## src/rtl/coproc_pkg.sv

```systemverilog
// Shared definitions for the co-processor sequencer: state encodings,
// display source constants, default algorithm code width and the
// timeout counter width.
package coproc_pkg;

  localparam int ALG_W = 2;
  localparam int CNT_W = 20;

  typedef enum logic [2:0] {
    ST_IDLE       = 3'd0,
    ST_START      = 3'd1,
    ST_PROC       = 3'd2,
    ST_WAIT_FRAME = 3'd3,
    ST_SHOW       = 3'd4,
    ST_FAULT      = 3'd5
  } state_t;

  localparam logic DISPLAY_ROM = 1'b0;
  localparam logic DISPLAY_RAM = 1'b1;

endpackage

```

## src/rtl/coproc_sequencer_sync_edge.sv

```systemverilog
// sync_edge: two-flop synchronizer for an asynchronous idle-high input,
// followed by a falling-edge detector producing a one-cycle pulse.
// Ports:
//   clk   - system clock
//   rst_n - asynchronous active-low reset (all sync/edge flops go to 1)
//   din   - asynchronous input, idle high
//   fall  - one-cycle pulse on a synchronized 1->0 transition
module sync_edge (
  input  logic clk,
  input  logic rst_n,
  input  logic din,
  output logic fall
);

  logic sync1_q, sync2_q, prev_q;
  logic valid1_q, valid2_q;
  logic armed_q;

  always_ff @(posedge clk or negedge rst_n) begin
    if (!rst_n) begin
      sync1_q  <= 1'b1;
      sync2_q  <= 1'b1;
      prev_q   <= 1'b1;
      valid1_q <= 1'b0;
      valid2_q <= 1'b0;
      armed_q  <= 1'b0;
    end else begin
      sync1_q  <= din;
      sync2_q  <= sync1_q;
      prev_q   <= sync2_q;
      valid1_q <= 1'b1;
      valid2_q <= valid1_q;
      // Only a genuinely sampled high arms the detector, so an input held
      // low through reset cannot fire a pulse once reset is released.
      if (valid2_q && sync2_q)
        armed_q <= 1'b1;
    end
  end

  assign fall = armed_q & prev_q & ~sync2_q;

endmodule

```

## src/rtl/coproc_sequencer.sv

```systemverilog
// coproc_sequencer: sequences one image-processing job per RUN press:
// start pulse, processing with timeout, wait for a frame boundary, then
// show the result. The display source only switches on frame boundaries.
//
// state      | meaning
// IDLE  (0)  | waiting for the first RUN press
// START (1)  | one-cycle PROC_START, timeout counter cleared
// PROC  (2)  | processor running, WREN high, timeout counting
// WAIT_FRAME | job done, waiting for a VGA frame boundary
// SHOW  (4)  | result on display, RUN restarts
// FAULT (5)  | processor timed out, TIMEOUT high, RUN restarts
//
// Ports:
//   CLK, RESET (async active-low)
//   RUN (async pushbutton, active-low), VGA_VS (async, active-low)
//   ALGORITHM / PROC_ALGORITHM  - algorithm code in / latched at start
//   PROC_DONE / PROC_START      - processor handshake
//   WREN, ZOOM_REQUESTED, DISPLAY_SEL, BUSY, TIMEOUT, STATE - status/control
module coproc_sequencer
  import coproc_pkg::*;
#(
  parameter int TIMEOUT_CYCLES = 1000000,
  parameter int ALG_W          = coproc_pkg::ALG_W
) (
  input  logic             CLK,
  input  logic             RESET,
  input  logic             RUN,
  input  logic             VGA_VS,
  input  logic [ALG_W-1:0] ALGORITHM,
  input  logic             PROC_DONE,
  output logic             PROC_START,
  output logic [ALG_W-1:0] PROC_ALGORITHM,
  output logic             WREN,
  output logic             ZOOM_REQUESTED,
  output logic             DISPLAY_SEL,
  output logic             BUSY,
  output logic             TIMEOUT,
  output logic [2:0]       STATE
);

  localparam logic [CNT_W-1:0] CNT_TC  = CNT_W'(TIMEOUT_CYCLES - 1);
  localparam logic [CNT_W-1:0] CNT_MAX = '1;

  state_t           state_q, state_d;
  logic [CNT_W-1:0] cnt_q;
  logic [ALG_W-1:0] alg_q;
  logic             timeout_q;
  logic             disp_q;
  logic             capture;
  logic             run_edge, frame_edge;

  sync_edge u_run_sync (
    .clk   (CLK),
    .rst_n (RESET),
    .din   (RUN),
    .fall  (run_edge)
  );

  sync_edge u_vs_sync (
    .clk   (CLK),
    .rst_n (RESET),
    .din   (VGA_VS),
    .fall  (frame_edge)
  );

  always_ff @(posedge CLK or negedge RESET) begin
    if (!RESET) begin
      state_q   <= ST_IDLE;
      cnt_q     <= '0;
      alg_q     <= '0;
      timeout_q <= 1'b0;
      disp_q    <= DISPLAY_ROM;
    end else begin
      state_q <= state_d;

      if (state_q == ST_START)
        cnt_q <= '0;
      else if (state_q == ST_PROC && cnt_q != CNT_MAX)
        cnt_q <= cnt_q + CNT_W'(1);

      if (capture)
        alg_q <= ALGORITHM;

      if (state_q == ST_PROC && state_d == ST_FAULT)
        timeout_q <= 1'b1;
      else if (state_q == ST_FAULT && capture)
        timeout_q <= 1'b0;

      // Switch source only at a frame boundary to avoid tearing.
      if (frame_edge)
        disp_q <= (state_q == ST_WAIT_FRAME || state_q == ST_SHOW) ? DISPLAY_RAM
                                                                   : DISPLAY_ROM;
    end
  end

  always_comb begin
    state_d        = state_q;
    capture        = 1'b0;
    PROC_START     = 1'b0;
    WREN           = 1'b0;
    ZOOM_REQUESTED = 1'b0;
    BUSY           = 1'b0;
    case (state_q)
      ST_IDLE, ST_SHOW, ST_FAULT: begin
        if (run_edge) begin
          state_d = ST_START;
          capture = 1'b1;
        end
      end
      ST_START: begin
        PROC_START     = 1'b1;
        ZOOM_REQUESTED = 1'b1;
        BUSY           = 1'b1;
        state_d        = ST_PROC;
      end
      ST_PROC: begin
        WREN           = 1'b1;
        ZOOM_REQUESTED = 1'b1;
        BUSY           = 1'b1;
        // Completion takes priority over a coincident terminal count.
        if (PROC_DONE)
          state_d = ST_WAIT_FRAME;
        else if (cnt_q == CNT_TC)
          state_d = ST_FAULT;
      end
      ST_WAIT_FRAME: begin
        ZOOM_REQUESTED = 1'b1;
        if (frame_edge)
          state_d = ST_SHOW;
      end
      default: state_d = ST_IDLE;
    endcase
  end

  assign PROC_ALGORITHM = alg_q;
  assign TIMEOUT        = timeout_q;
  assign DISPLAY_SEL    = disp_q;
  assign STATE          = state_q;

endmodule

```

## config.mk

```make
export PLATFORM = sky130hd
export DESIGN_NAME = coproc_sequencer
export DESIGN_NICKNAME = d
export VERILOG_FILES = /design/src/rtl/coproc_pkg.sv /design/src/rtl/coproc_sequencer_sync_edge.sv /design/src/rtl/coproc_sequencer.sv
export SDC_FILE = /design/constraint.sdc
export NUM_CORES = 1
export LEC_CHECK = 0
export ABC_AREA = 1
export CAP_MARGIN = 20
export CORE_UTILIZATION = 45
export DETAILED_ROUTE_END_ITERATION = 6
export PLACE_DENSITY = 0.69
export SYNTH_ARGS = -nofsm -noshare
export SYNTH_HDL_FRONTEND = slang
export SYNTH_HIERARCHICAL = 1
export SYNTH_SLANG_ARGS = --single-unit
```

## constraint.sdc

```tcl
create_clock -name CLK -period 1.63 [get_ports CLK]
set_input_delay 0.489 -clock CLK [delete_from_list [all_inputs] [get_ports CLK]]
set_output_delay 0.489 -clock CLK [all_outputs]
set_load 0.05 [all_outputs]
```

==> metrics, run 1 <==
outcome=complete, but fails checks; failing checks=negative setup slack; Skew-Pair Late Insertion Delay=300 ps; ant diodes=0; Starting Density=47.5%; post-layout min period=1790 ps; CTS sink cnt=39; peak supply drop=786 uV; cell leakage power=1.44 nW; Post-Synthesis Cells=275; largest net degree at the start of global routing=24; post-layout util=68.7%; I/O Buffers=17; top post-synthesis cells by area=dfrtp_1, nand2_1, nor2_1; sequential share of the synthesized area=46.9%; most common cell after layout, fill and taps aside=nand2_1; Setup WS post-layout=-157 ps; initial antenna violation count=0; Slew Viols, Final=0; mapped cell area=0.00210 sq mm; pwr/cell area=1520 mW/mm^2; Top Ports=18; Bufs on Longest Clock Path=2; Post-CTS Hold Fix Bufs=0; global-route wire length before repair=9000 microns; H-tree Lvls=2; Detailed Route WL=5340 microns; CP endpoint kind=output pin; Synthesis Warnings=6; share of cells above drive strength 1=34.4%; RSZ-0062 raised after global routing=true; syn nets=283; vias in the first global route=1853; clk_skew=8.27 ps; Final period util=110%; post-synth top area share=39.4%; total grt overflow=0; worst r2r path cells=11; Final #Nets=350; post-DP HPWL=3650 microns; Vias=1981; # setup viols final=5; number of vias per cell=5.02; final setup TNS=-534 ps; post-route design area=0.00303 sq mm; CTS Buf Count=5; Multi-input gate area=0.00111 sq mm; FF-to-FF setup slack=70 ps; final hold violation count=0; Avg WL per Cell=13.5 microns; TritonCTS clock tree=yes; initial DRC count=82; DP Area=0.00268 sq mm; post-synthesis to final-layout area growth=44.5%; FILL cells=360; CP Max Fanout=4; Overall Global Routing Usage=23.4%; die area=0.00494 sq mm; reg2reg end=cnt_q[11]; maxcap violations=0; Hold/Removal Path Class=primary input to asynchronous set/reset pin; startpoint types=flip-flop; dominant cell type by area after synthesis=dfrtp_1; Post-DRT Antenna Nets=0; Avg Inst Size Synth=7.63 sq um; DRT Pass-1 Iters=4; Storage cell area=987 sq um; Power, Total=4.60 mW; crit path DAT=1300 ps; CP Class=flip-flop to output pin; cell row count=24; routability cong.=0.868; core area=0.00441 sq mm; Die H=70.3 microns; post-synthesis cell type count=30; Max Clock Freq=0.560 GHz; register bit total from synthesis=39; Root Driver=clkbuf_8; CTS clk-pin slew, worst paths=80 ps; commonest cells after routing, fill and taps aside=nand2_1, buf_4, nor2_1; Remaining DRCs=0; CP Data Required Time=1140 ps; R2R Path Start=cnt_q[1]; Die X=70.3 microns; tightest hold margin=121 ps
## Yosys cell counts, drive strengths merged
cell,n
conb,2
dfstp,6
xor2,14
nor3b,1
nor2,48
ha,1
nor3,3
mux2,2
o21ai,8
clkinv,1
nand2,99
dfrtp,33
o211ai,1
clkbuf,1
a21oi,3
buf,3
inv,22
nor4,1
nand4,5
nand3,20
a211oi,1
## layout make-up
class / instances / area share [%]
Timing Repair Buffer: 64 / 21.7
Sequential cell: 39 / 32.6
Clock inverter: 2 / 0.537
Tap cell: 52 / 2.15
Inverter: 23 / 3.55
Clock buffer: 6 / 2.72
Multi-Input combinational cell: 209 / 36.7
## critical path: stages, from the launching register on
cell and delay [ps]:
dfrtp_2 460, inv_2 90, nand2_4 50, nor2_4 130
buf_6 140, buf_12 130
## state kept, by name (all words and copies together), names as in the netlist
signal / cells
cnt_q: 20
u_vs_sync/prev_q: 1
STATE: 3
u_run_sync/sync2_q: 1
u_run_sync/valid2_q: 1
u_vs_sync/armed_q: 1
TIMEOUT: 1
u_run_sync/prev_q: 1
u_run_sync/valid1_q: 1
DISPLAY_SEL: 1
PROC_ALGORITHM: 2
u_vs_sync/valid2_q: 1
u_run_sync/sync1_q: 1
u_vs_sync/sync2_q: 1
u_vs_sync/sync1_q: 1
u_run_sync/armed_q: 1
u_vs_sync/valid1_q: 1
## report_power, final
group	internal [mW]	switching, mW
registers	1.11	0.149
logic	1.19	1.44
clock network	0.345	0.364
total	2.65	1.96
## repair_timing
item,CTS,global route
setup buffers,14,6
endpoints found under the setup margin,13,23
cloned,0,0
gates resized for setup,7,24
pin swaps,5,10
## metrics by stage
step	std cells	worst slack [ps]
after floorplan	275	-49.7
after global placement	367	-5.36
after detailed placement	367	-49.1
after CTS	389	-150
after global routing	395	-229
final	395	-157
## per-layer routing
layer | up-vias | global-route usage (%) | wire length, microns
met5 | - | 0 | 0
met3 | 7 | 4.76 | 264
li1 | 989 | - | -
met2 | 54 | 36.2 | 2570
met4 | 0 | 6.22 | 61
met1 | 931 | 33.4 | 2440
## worst max-delay path by stage
stage / from / to / slack [ps] / depth (start not counted)
2_1_floorplan: STATE[2] / cnt_q[10] / -50 / 9
3_3_place_gp: cnt_q[0] / cnt_q[19] / -5 / 8
3_5_place_dp: cnt_q[1] / cnt_q[19] / -50 / 8
4_1_cts: STATE[1] / PROC_START / -150 / 5
5_1_grt: STATE[1] / PROC_START / -230 / 5
6_report: STATE[1] / PROC_START / -160 / 5
## kinds of logic after synthesis
logic type,after synthesis,share of synthesized area [%]
AO/OA/AOI/OAI,13,4.05
XOR/XNOR,14,5.84
adder cells (fa/ha/maj),1,0.596
buffers and inverters,27,5.49
flip-flops,39,46.9
multiplexers,2,1.07
other,2,0.358
AND/OR/NAND/NOR,177,35.7
Power figures use the tool's default switching activity.
==> run 2, diff against run 1 <==
HOLD_SLACK_MARGIN = 0.03   (was default)
==> results of run 2 <==
The final DEF is identical to that of run 1; final timing and power are the same.
==> run 3, diff against run 2 <==
CORE_UTILIZATION = 52   (was 45)
PLACE_DENSITY = 0.78   (was 0.69)
SLEW_MARGIN = 20   (was default)
==> metrics, run 3 (same netlist as run 1, synthesis figures left out) <==
most common cell after layout, fill and taps aside=nand2_1; share of cells above drive strength 1=30.9%; vias in the first global route=1842; total grt overflow=0; Skew-Pair Late Insertion Delay=300 ps; outcome=complete, but fails checks; initial DRC count=224; RSZ-0062 raised after global routing=true; peak supply drop=817 uV; I/O Buffers=17; R2R Path Start=cnt_q[8]; Hold/Removal Path Class=primary input to asynchronous set/reset pin; cell row count=22; CTS sink cnt=39; CTS clk-pin slew, worst paths=80 ps; Post-DRT Antenna Nets=0; Slew Viols, Final=0; Overall Global Routing Usage=26.3%; CP endpoint kind=output pin; Setup WS post-layout=-148 ps; global-route wire length before repair=8440 microns; die area=0.00429 sq mm; reg2reg end=cnt_q[7]; DRT Pass-1 Iters=4; Detailed Route WL=5130 microns; max FFs per register=20; Max Clock Freq=0.562 GHz; Final #Nets=347; commonest cells after routing, fill and taps aside=nand2_1, nor2_1, buf_4; Placement Setup Slack=-83.1 ps; largest net degree at the start of global routing=24; Post-CTS Hold Fix Bufs=0; Vias=2000; largest reg by FF count=cnt_q; CP Max Fanout=5; Remaining DRCs=0; post-route design area=0.00296 sq mm; Die H=65.5 microns; maxcap violations=0; ant diodes=0; number of vias per cell=5.15; Root Driver=clkbuf_8; TritonCTS clock tree=yes; Top Ports=18; crit path DAT=1290 ps; cell leakage power=1.40 nW; Die X=65.5 microns; post-DP HPWL=3440 microns; Final period util=109%; final hold violation count=0; DP Area=0.00266 sq mm; pwr/cell area=1530 mW/mm^2; Starting Density=55.6%; Bufs on Longest Clock Path=2; initial antenna violation count=0; failing checks=negative setup slack; CP Class=flip-flop to output pin; post-synthesis to final-layout area growth=40.8%; H-tree Lvls=2; routability cong.=0.906; Power, Total=4.53 mW; CTS Buf Count=5; post-layout min period=1780 ps; FF-to-FF setup slack=30 ps; startpoint types=flip-flop; core area=0.00377 sq mm; clk_skew=7.43 ps; Avg WL per Cell=13.2 microns; CP Data Required Time=1140 ps; worst r2r path cells=10; # setup viols final=4
run 3: where the power goes:
| part | internal (mW) | switching (mW) | total [mW] |
|---|---|---|---|
| registers | 1.11 | 0.154 | 1.26 |
| clock network | 0.464 | 0.370 | 0.834 |
| logic | 1.10 | 1.33 | 2.43 |
run 3: final cells by class:
class / instances / area, sq um
clock buffer: 5 / 68.8
clock inverter: 3 / 47.5
fill: 250 / 816
inverter: 23 / 100
multi-input combinational: 209 / 1070
sequential: 39 / 987
tap: 48 / 60.1
timing repair buffer: 61 / 617
run 3: what timing repair did:
action                     in CTS  in global routing
cloned                          0                  0
pin swaps                       3                  5
setup endpoints to repair      13                 23
buffers inserted               10                  8
resized for setup               4                 11
run 3: per-layer routing:
layer / routed length [microns] / GRT usage [%] / vias to the layer above
met2: 2520 / 42.9 / 68
met5: 0 / 0 / -
met3: 284 / 4.69 / 4
li1: - / - / 986
met4: 55 / 8.70 / 0
met1: 2270 / 35.3 / 942
run 3: worst max-delay path by stage:
| stage | from | endpoint | slack (ps) | depth (start not counted) |
|---|---|---|---|---|
| 2_1_floorplan | STATE[2] | cnt_q[10] | -50 | 9 |
| 3_3_place_gp | cnt_q[1] | cnt_q[17] | -30 | 8 |
| 3_5_place_dp | cnt_q[0] | cnt_q[18] | -80 | 8 |
| 4_1_cts | STATE[1] | PROC_START | -140 | 5 |
| 5_1_grt | STATE[0] | ZOOM_REQUESTED | -190 | 3 |
| 6_report | STATE[1] | PROC_START | -150 | 5 |
run 3: worst max-delay path, cell delays in order (launching register included):
cell	delay, ps
dfrtp_2	450
inv_2	90
nand2_4	50
nor2_4	120
buf_6	140
buf_12	130
run 3: per-stage QoR:
stage	TNS (ps)	instances	hold WS [ps]	util (%)
finish	-492	388	140	78.4
global route	-1110	388	179	78.4
CTS	-459	380	155	75.9
detailed placement	-490	362	335	70.5
global placement	-193	362	332	70.5
floorplan	-504	275	193	-
